`src/rtl/floo_serial_link_vc_arbiter.sv`:
```
// Serial-link VC arbiter: sticky round-robin with burst limit, per-VC credits, one registered output flit.
// Optional perf counters enabled by defining SERIAL_LINK_VC_ARB_PERF_EN.
module floo_serial_link_vc_arbiter #(
  parameter int NumVc      = 3,
  parameter int FlitWidth  = 64,
  parameter int NumCredits = 8,
  parameter int MaxBurst   = 4,
  parameter int CntW       = $clog2(NumCredits+1),
  parameter int VcW        = $clog2(NumVc)
) (
  input  logic                      clk_i,
  input  logic                      rst_ni,
  input  logic                      enable_i,
  input  logic [NumVc-1:0]          vc_valid_i,
  output logic [NumVc-1:0]          vc_ready_o,
  input  logic [NumVc*FlitWidth-1:0] vc_data_i,
  output logic                      link_valid_o,
  input  logic                      link_ready_i,
  output logic [FlitWidth-1:0]      link_data_o,
  output logic [VcW-1:0]            link_vc_o,
  input  logic [NumVc-1:0]          credit_ret_i,
  output logic [NumVc*CntW-1:0]     credits_o,
  output logic                      credit_err_o,
  output logic [NumVc*16-1:0]       perf_grant_o,
  output logic [15:0]               perf_stall_o
);
  localparam int BurstW = $clog2(MaxBurst+1);

  logic                              r_valid;
  logic [FlitWidth-1:0]              r_data;
  logic [VcW-1:0]                    r_vc;
  logic [VcW-1:0]                    r_last;
  logic [BurstW-1:0]                 r_burst;
  logic [CntW-1:0]                   r_cred [NumVc];
  logic                              r_err;

  logic [NumVc-1:0][FlitWidth-1:0]   w_vc_data;
  logic [NumVc-1:0]                  w_elig;
  logic [NumVc-1:0]                  w_full;
  logic [NumVc-1:0]                  w_gnt_oh;
  logic [VcW-1:0]                    w_gnt_idx;
  logic                              w_slot_free;
  logic                              w_only_last;
  logic                              w_keep;
  logic                              w_found;
  logic                              w_gnt;

  assign w_vc_data   = vc_data_i;
  assign w_slot_free = !r_valid || link_ready_i;

  for (genvar i = 0; i < NumVc; i++) begin : g_vc
    assign w_elig[i] = vc_valid_i[i] && (r_cred[i] != '0) && enable_i;
    assign w_full[i] = (r_cred[i] == CntW'(NumCredits));
    assign credits_o[i*CntW +: CntW] = r_cred[i];

    always_ff @(posedge clk_i) begin
      if (!rst_ni)
        r_cred[i] <= CntW'(NumCredits);
      else if (w_gnt_oh[i] && !credit_ret_i[i])
        r_cred[i] <= r_cred[i] - CntW'(1);
      else if (!w_gnt_oh[i] && credit_ret_i[i] && !w_full[i])
        r_cred[i] <= r_cred[i] + CntW'(1);
    end
  end

  // Burst count 0 only exists right after reset: no sticky preference yet, so VC0 wins first.
  always_comb begin
    int idx;
    w_only_last = ((w_elig & ~(NumVc'(1) << r_last)) == '0);
    w_keep      = w_elig[r_last] &&
                  (((r_burst != '0) && (r_burst < BurstW'(MaxBurst))) || w_only_last);
    w_gnt_idx   = r_last;
    w_found     = 1'b0;
    idx         = 0;
    if (!w_keep) begin
      for (int k = 1; k <= NumVc; k++) begin
        idx = int'(r_last) + k;
        if (idx >= NumVc) idx = idx - NumVc;
        if (!w_found && w_elig[idx]) begin
          w_found   = 1'b1;
          w_gnt_idx = VcW'(idx);
        end
      end
    end
    w_gnt    = rst_ni && w_slot_free && (w_elig != '0);
    w_gnt_oh = w_gnt ? (NumVc'(1) << w_gnt_idx) : '0;
  end

  assign vc_ready_o = w_gnt_oh;

  always_ff @(posedge clk_i) begin
    if (!rst_ni) begin
      r_valid <= 1'b0;
      r_data  <= '0;
      r_vc    <= '0;
      r_last  <= VcW'(NumVc-1);
      r_burst <= '0;
    end else if (w_gnt) begin
      r_valid <= 1'b1;
      r_data  <= w_vc_data[w_gnt_idx];
      r_vc    <= w_gnt_idx;
      r_last  <= w_gnt_idx;
      if (w_gnt_idx != r_last)
        r_burst <= BurstW'(1);
      else if (r_burst != BurstW'(MaxBurst))
        r_burst <= r_burst + BurstW'(1);
    end else if (w_slot_free) begin
      r_valid <= 1'b0;
    end
  end

  always_ff @(posedge clk_i) begin
    if (!rst_ni)
      r_err <= 1'b0;
    else if ((credit_ret_i & ~w_gnt_oh & w_full) != '0)
      r_err <= 1'b1;
  end

  assign link_valid_o = r_valid;
  assign link_data_o  = r_data;
  assign link_vc_o    = r_vc;
  assign credit_err_o = r_err;

`ifdef SERIAL_LINK_VC_ARB_PERF_EN
  logic [15:0] r_perf_grant [NumVc];
  logic [15:0] r_perf_stall;

  for (genvar i = 0; i < NumVc; i++) begin : g_perf
    assign perf_grant_o[i*16 +: 16] = r_perf_grant[i];
    always_ff @(posedge clk_i) begin
      if (!rst_ni)
        r_perf_grant[i] <= '0;
      else if (w_gnt_oh[i] && (r_perf_grant[i] != 16'hFFFF))
        r_perf_grant[i] <= r_perf_grant[i] + 16'd1;
    end
  end

  always_ff @(posedge clk_i) begin
    if (!rst_ni)
      r_perf_stall <= '0;
    else if (r_valid && !link_ready_i && (r_perf_stall != 16'hFFFF))
      r_perf_stall <= r_perf_stall + 16'd1;
  end

  assign perf_stall_o = r_perf_stall;
`else
  assign perf_grant_o = '0;
  assign perf_stall_o = '0;
`endif

endmodule

```
`config.mk`:
```
export PLATFORM = sky130hd
export DESIGN_NAME = floo_serial_link_vc_arbiter
export DESIGN_NICKNAME = d
export VERILOG_FILES = /design/src/rtl/floo_serial_link_vc_arbiter.sv
export SDC_FILE = /design/constraint.sdc
export NUM_CORES = 1
export LEC_CHECK = 0
export CORE_AREA = 2 2 134 136
export DETAILED_ROUTE_END_ITERATION = 6
export DIE_AREA = 0 0 136 138
export GPL_TIMING_DRIVEN = 0
export PLACE_DENSITY = 0.8
export RECOVER_POWER = 100
export SKIP_CTS_REPAIR_TIMING = 1
export SYNTH_ARGS = -nofsm -noshare
export SYNTH_HDL_FRONTEND = slang
export SYNTH_SLANG_ARGS = --single-unit
```
`constraint.sdc`:
```
create_clock -name clk_i -period 5.5 [get_ports clk_i]
set_clock_uncertainty 0.2 [all_clocks]
set_input_delay 1.65 -clock clk_i [delete_from_list [all_inputs] [get_ports clk_i]]
set_output_delay 1.65 -clock clk_i [all_outputs]
set_load 0.02 [all_outputs]
```
## Word-level counts from Yosys, hierarchy flattened

Memories as Yosys holds them, arrays and structs flattened.
Cells that the tools add are included.
W data, S select, Z words.

- Register bits: 73
- Latch bits: 0
- RAM bits: 12
- ROM bits: 0
- Output and inout port bits: 147
- Logic and storage cells: 152
- Memories: 1

Memories:

| name | words | bits a word | read ports | clocked after memory_dff | write ports | line | RTL |
|---|---|---|---|---|---|---|---|
| r_cred | 3 | 4 | 3 | 0 | 3 | 34 | `logic [CntW-1:0] r_cred [NumVc];` |

- Add/sub/neg operators: 13
- Multiply operators: 0
- Divide/modulo/power cells: 0
- Order comparisons: 9
- Eq/ne operators: 5
- Shifts and indexed selects: 2
- Mux-type cells: 60
- Bitwise operators: 11
- Reduce and logical (&&, ||, !) cells: 45

Operator list:

| kind | count |
|---|---|
| $mux W32 | 6 |
| $bmux W64 S2 | 1 |
| $lt A32 B4 Y1 const B | 3 |
| $mux W64 | 1 |
| $mux W1 | 35 |
| $mux W4 | 6 |
| $logic_and A1 B1 Y1 | 21 |
| $add A4 B1 Y4 const B | 3 |
| $eq A4 B4 Y1 const B | 3 |
| $logic_not A1 Y1 | 12 |
| $reduce_bool A4 Y1 | 3 |
| $sub A3 B2 Y4 const B | 3 |
| $sub A4 B1 Y4 const B | 3 |
| $and A3 B3 Y3 | 3 |
| $ge A3 B2 Y1 const B | 3 |
| $mux W3 | 3 |
| $reduce_bool A3 Y1 | 3 |
| $bmux W1 S2 | 4 |
| $mux W2 | 4 |
| $add A2 B2 Y3 const B | 2 |
| $lt A2 B3 Y1 const B | 2 |
| $not A3 Y3 | 2 |
| $or A1 B1 Y1 | 6 |
| $shl A1 B2 Y3 const A | 2 |
| 9 further kinds | 11 |

## Depth between registers and ports, before layout

Gate-level depths: netlist of the first run.
An unclocked memory read counts as a cell.

- Word-level depth: 32
- Gate-level depth with buffers: 16

## Worst setup path after synthesis of the first run

No wires, ideal clock.

- Kind: input -> output
- Start: input port vc_valid_i[0]
- End: output port vc_ready_o[1]
- Arrival: 3,365 ps
- Required time: 3,650 ps
- Setup slack: 285 ps
- Stages: 9
- Path through: nand2_1 or2_2 or3_1 a32oi_1 o211a_2 buf_6 o211a_4 buf_6 buf_4

- Longest elaborated chain between the ends: 17

Ends and longest elaborated chain:

| what | line | RTL |
|---|---|---|
| start, declared | 14 | `input logic [NumVc-1:0] vc_valid_i,` |
| $logic_and A1 B1 Y1 (*) (2 in a row) | 52 | `assign w_elig[i] = vc_valid_i[i] && (r_cred[i] != '0) && enable_i;` |
| $bmux W1 S2 | 79 | `if (!w_found && w_elig[idx]) begin` |
| $mux W1 (not written as such) (2 in a row) | 79 |  |
| $mux W1 | 79 |  |
| $mux W1 | 75 | `if (!w_keep) begin` |
| $logic_not A1 Y1 | 79 |  |
| $logic_and A1 B1 Y1 | 79 |  |
| $mux W1 | 79 |  |
| $mux W1 | 75 |  |
| $logic_not A1 Y1 | 79 |  |
| $logic_and A1 B1 Y1 | 79 |  |
| $mux W2 | 79 |  |
| $mux W2 | 75 |  |
| $shl A1 B2 Y3 | 86 | `w_gnt_oh = w_gnt ? (NumVc'(1) << w_gnt_idx) : '0;` |
| $mux W3 (*) | 86 |  |
| end, declared | 15 | `output logic [NumVc-1:0] vc_ready_o,` |

Mark *: on every way between the ends. The rest lies on a longest branch, timed or not. The select of a mux whose other input is x is not followed.

## Final worst setup path of the first run

- Start: input port enable_i
- End: output port vc_ready_o[1]

- Longest elaborated chain between the ends: 16

Ends and longest elaborated chain:

| what | line | RTL |
|---|---|---|
| start, declared | 13 | `input logic enable_i,` |
| $logic_and A1 B1 Y1 | 52 |  |
| $bmux W1 S2 | 79 |  |
| $mux W1 (not written as such) (2 in a row) | 79 |  |
| $mux W1 | 79 |  |
| $mux W1 | 75 |  |
| $logic_not A1 Y1 | 79 |  |
| $logic_and A1 B1 Y1 | 79 |  |
| $mux W1 | 79 |  |
| $mux W1 | 75 |  |
| $logic_not A1 Y1 | 79 |  |
| $logic_and A1 B1 Y1 | 79 |  |
| $mux W2 | 79 |  |
| $mux W2 | 75 |  |
| $shl A1 B2 Y3 | 86 |  |
| $mux W3 (*) | 86 |  |

Marks and branches as above.

==> results.yml, run 1 <==
worst_setup_path:
  cp_data_required_time_ns: 3.65
  critPathLaunchType: "input pin"
  crit_arrival_ns: 3.63
  r2r_cells: 16
  critPathSlowestCell: "or3_4"
  crit_chain: "dlymetal6s2s_1, nand2_2, or2_4, or3_4, a32oi_2, o211a_4, buf_12, o211a_4, buf_12, buf_6"
  timing.critical_path.to_type: "output port"
  slowest_delay_ns: 0.33
  cp_max_fo: 8
  critPathKind: "in2out"
global_route:
  grt_overflow: 0
  antenna_found_initial: 0
  track_usage: 0.228
  grt_pass1_wl_um: 33700
  grt_max_degree: 14
  grt_pass1_vias: 6380
place:
  port_buffers: 282
  post-place-ws_ns: -1.34
  placed_area_mm2: 0.00907
  gp_congestion: 0.913
  hpwl_um: 17000
clocking:
  cts.sinks: 84
  clk_latency_ns: 0.34
  cts_buffers: 9
  cts_tree: "done"
  clock_path_buffers: 2
  h-tree-depth: 3
  clk_pin_slew_ns: 0.06
  root_buffer: "clkbuf_16"
detailed_routing:
  dr_wl_met3_um: 2160
  wl_met2_um: 11300
  detail_route.wl_per_cell_um: 17.4
  num_vias: 6730
  post-route-drc-count: 0
  ant_nets: 0
  dr.pass1.iters: 5
  drtIter0Drc: 455
  top_layer: "met4"
  wl_um: 22700
  vias_per_cell: 5.14
  met1_length_um: 8700
die:
  die_x_um: 136
  rows: 49
  io_pins: 349
  fp.dieArea_mm2: 0.0188
  die_y_um: 138
  core_mm2: 0.0175
  initial_core_util: 0.327
sta:
  post-route-period-util: 0.997
  fmax_mhz: 182
  slew_viol_final: 0
  period_needed_ns: 5.48
  relSlewSlack: 0.501
  tightest_slew_ns: 0.749
  holdWs_ns: 0.279
  hold_violations: 0
  setup_viol: 0
  timing.final.ws_setup_ns: 0.0159
power:
  power.static_leakage_nw: 4.01
  worst_ir_drop_vdd_mv: 0.186
  power_mw: 2.63
  power-per-cell-area_mw_per_mm2: 272
logic_synthesis:
  yosysWarnings: 0
  ys_seq_area_frac: 0.315
  syn_area_mm2: 0.00573
  synth_edf_count: 12
  synth_ff_type: "dfxtp_1"
  netlist.top_cell.by_area: "dfxtp_1"
  async_reset_ff_frac: 0
  synth.distinct_cells: 65
  syn_area_per_cell_um2: 8.10
  synth_area_leaders: "dfxtp_1, buf_4, a21o_1, a22oi_1, nand3_1"
  synth-seq-cells: 84
  syn_inst: 707
  yosysTopAreaCellShare: 0.252
cells_and_area:
  fillCellCount: 1704
  fin_nets: 1290
  n_antenna_cell: 0
  layout-drive-gt1-share: 0.135
  final_area_mm2: 0.00966
  fin_util: 0.551
  syn2layout_area_growth_pct: 68.6
worst_hold_path:
  hold_depth: 2
  min-delay-path-class: "reg2reg"
run_status:
  outcome: "finished clean"
run:
  drv_cap: 0
[cell usage after synthesis (2+ instances only)]
| cell type | number |
|---|---|
| nand3_1 | 76 |
| a21oi_1 | 74 |
| dfxtp_1 | 72 |
| buf_4 | 71 |
| o21ai_0 | 69 |
| a21o_1 | 66 |
| a22oi_1 | 65 |
| clkbuf_1 | 46 |
| nor2_1 | 15 |
| nand2_1 | 14 |
| inv_1 | 13 |
| edfxtp_1 | 12 |
| ha_1 | 11 |
| nor3_1 | 8 |
| buf_2 | 7 |
| mux2i_1 | 5 |
| or3_1 | 5 |
| buf_6 | 4 |
| nor3_2 | 4 |
| nor4_1 | 4 |
| and3_1 | 3 |
| nor2b_1 | 3 |
| nor3b_1 | 3 |
| o211ai_1 | 3 |
| xnor2_1 | 3 |
| a211oi_1 | 2 |
| a221o_1 | 2 |
| a221oi_2 | 2 |
| a32oi_1 | 2 |
| nand2b_1 | 2 |
| nand3b_1 | 2 |
| nor3b_2 | 2 |
| o211a_1 | 2 |
| o21a_1 | 2 |
| o21bai_1 | 2 |
| or2_1 | 2 |
[through the flow]
step | std cells | TNS, ns
final | 1310 | 0
after global routing | 1310 | -0.0555
after CTS | 1297 | -3.52
after detailed placement | 1281 | -3.83
after global placement | 1281 | -3.70
after floorplan | 770 | 0
[worst paths after layout]
path,start,endpoint,slack [ns]
setup / recovery,enable_i,vc_ready_o[1],0.02
hold / removal,link_vc_o[1],link_vc_o[1],0.28
setup reg to reg,link_vc_o[0],r_cred[2][3],0.79
hold reg to reg,link_vc_o[1],link_vc_o[1],0.28
[sequential cells by signal, summed over array words and instances, names as in the netlist]
signal        count
r_last            1
link_vc_o         2
link_valid_o      1
credit_err_o      1
r_burst           3
link_data_o      64
r_cred           12
[cell type report]
cell class,instances,area [um2],share of cell area
Sequential cell,84,1800,0.187
Clock buffer,13,272,0.0281
Clock inverter,3,41.3,0.00428
Timing Repair Buffer,298,2950,0.306
Tap cell,229,287,0.0297
Multi-Input combinational cell,542,3450,0.358
Inverter,14,52.6,0.00544
Buffer,127,797,0.0825
[worst max-delay path, delay by kind of cell]
family	cells	cell delay [ns]
AOI/OAI and AO/OA	3	0.64
buffers and inverters	4	0.56
and+or+nand+nor	3	0.78
[logic make-up after synthesis]
family / synth area share
AO/OA/AOI/OAI: 0.348
AND/OR/NAND/NOR: 0.144
buffers and inverters: 0.148
flip-flops: 0.315
adder cells (fa/ha/maj): 0.0275
multiplexers: 0.0127
XOR/XNOR: 0.00459
other: 0.000655
[layout by cell type, fill, tap and decap left out, drive strengths merged, types with 4 or more instances in the layout]
master / Yosys / layout
nand2: 14 / 14
o21ai: 70 / 70
nor3: 12 / 12
a22oi: 65 / 65
or3: 5 / 5
ha: 11 / 11
o211a: 4 / 4
clkdlybuf4s50: 0 / 195
mux2i: 5 / 5
conb: 1 / 64
nand3: 76 / 76
a21oi: 74 / 74
a21o: 66 / 66
nor4: 5 / 5
or2: 4 / 4
nor2: 15 / 15
edfxtp: 12 / 12
dlymetal6s2s: 0 / 4
dfxtp: 72 / 72
nor3b: 5 / 5
buf: 83 / 101
inv: 13 / 14
clkbuf: 47 / 58
dlygate4sd3: 0 / 80
[per-layer routing]
metal,global-route usage,up-vias
met5,0,-
met4,0.0795,0
met3,0.0620,38
met2,0.396,330
met1,0.268,3131
li1,-,3231
[power by group]
part	total (mW)	internal (mW)	switching, mW
clock network	0.662	0.393	0.269
logic	1.18	0.550	0.631
registers	0.783	0.712	0.0709
total	2.63	1.65	0.971
(Power assumes the default switching activity.)
==> run 2, diff against run 1 <==
- CTS_CLUSTER_SIZE: not set -> 14
- HOLD_SLACK_MARGIN: not set -> 0.08
==> results of run 2 <==
No change in the layout: final DEF, timing and power equal those of run 1.
==> run 3, diff against run 2 <==
- CTS_CLUSTER_DIAMETER: not set -> 120
==> results of run 3 <==
No change in the layout: final DEF, timing and power equal those of run 1.
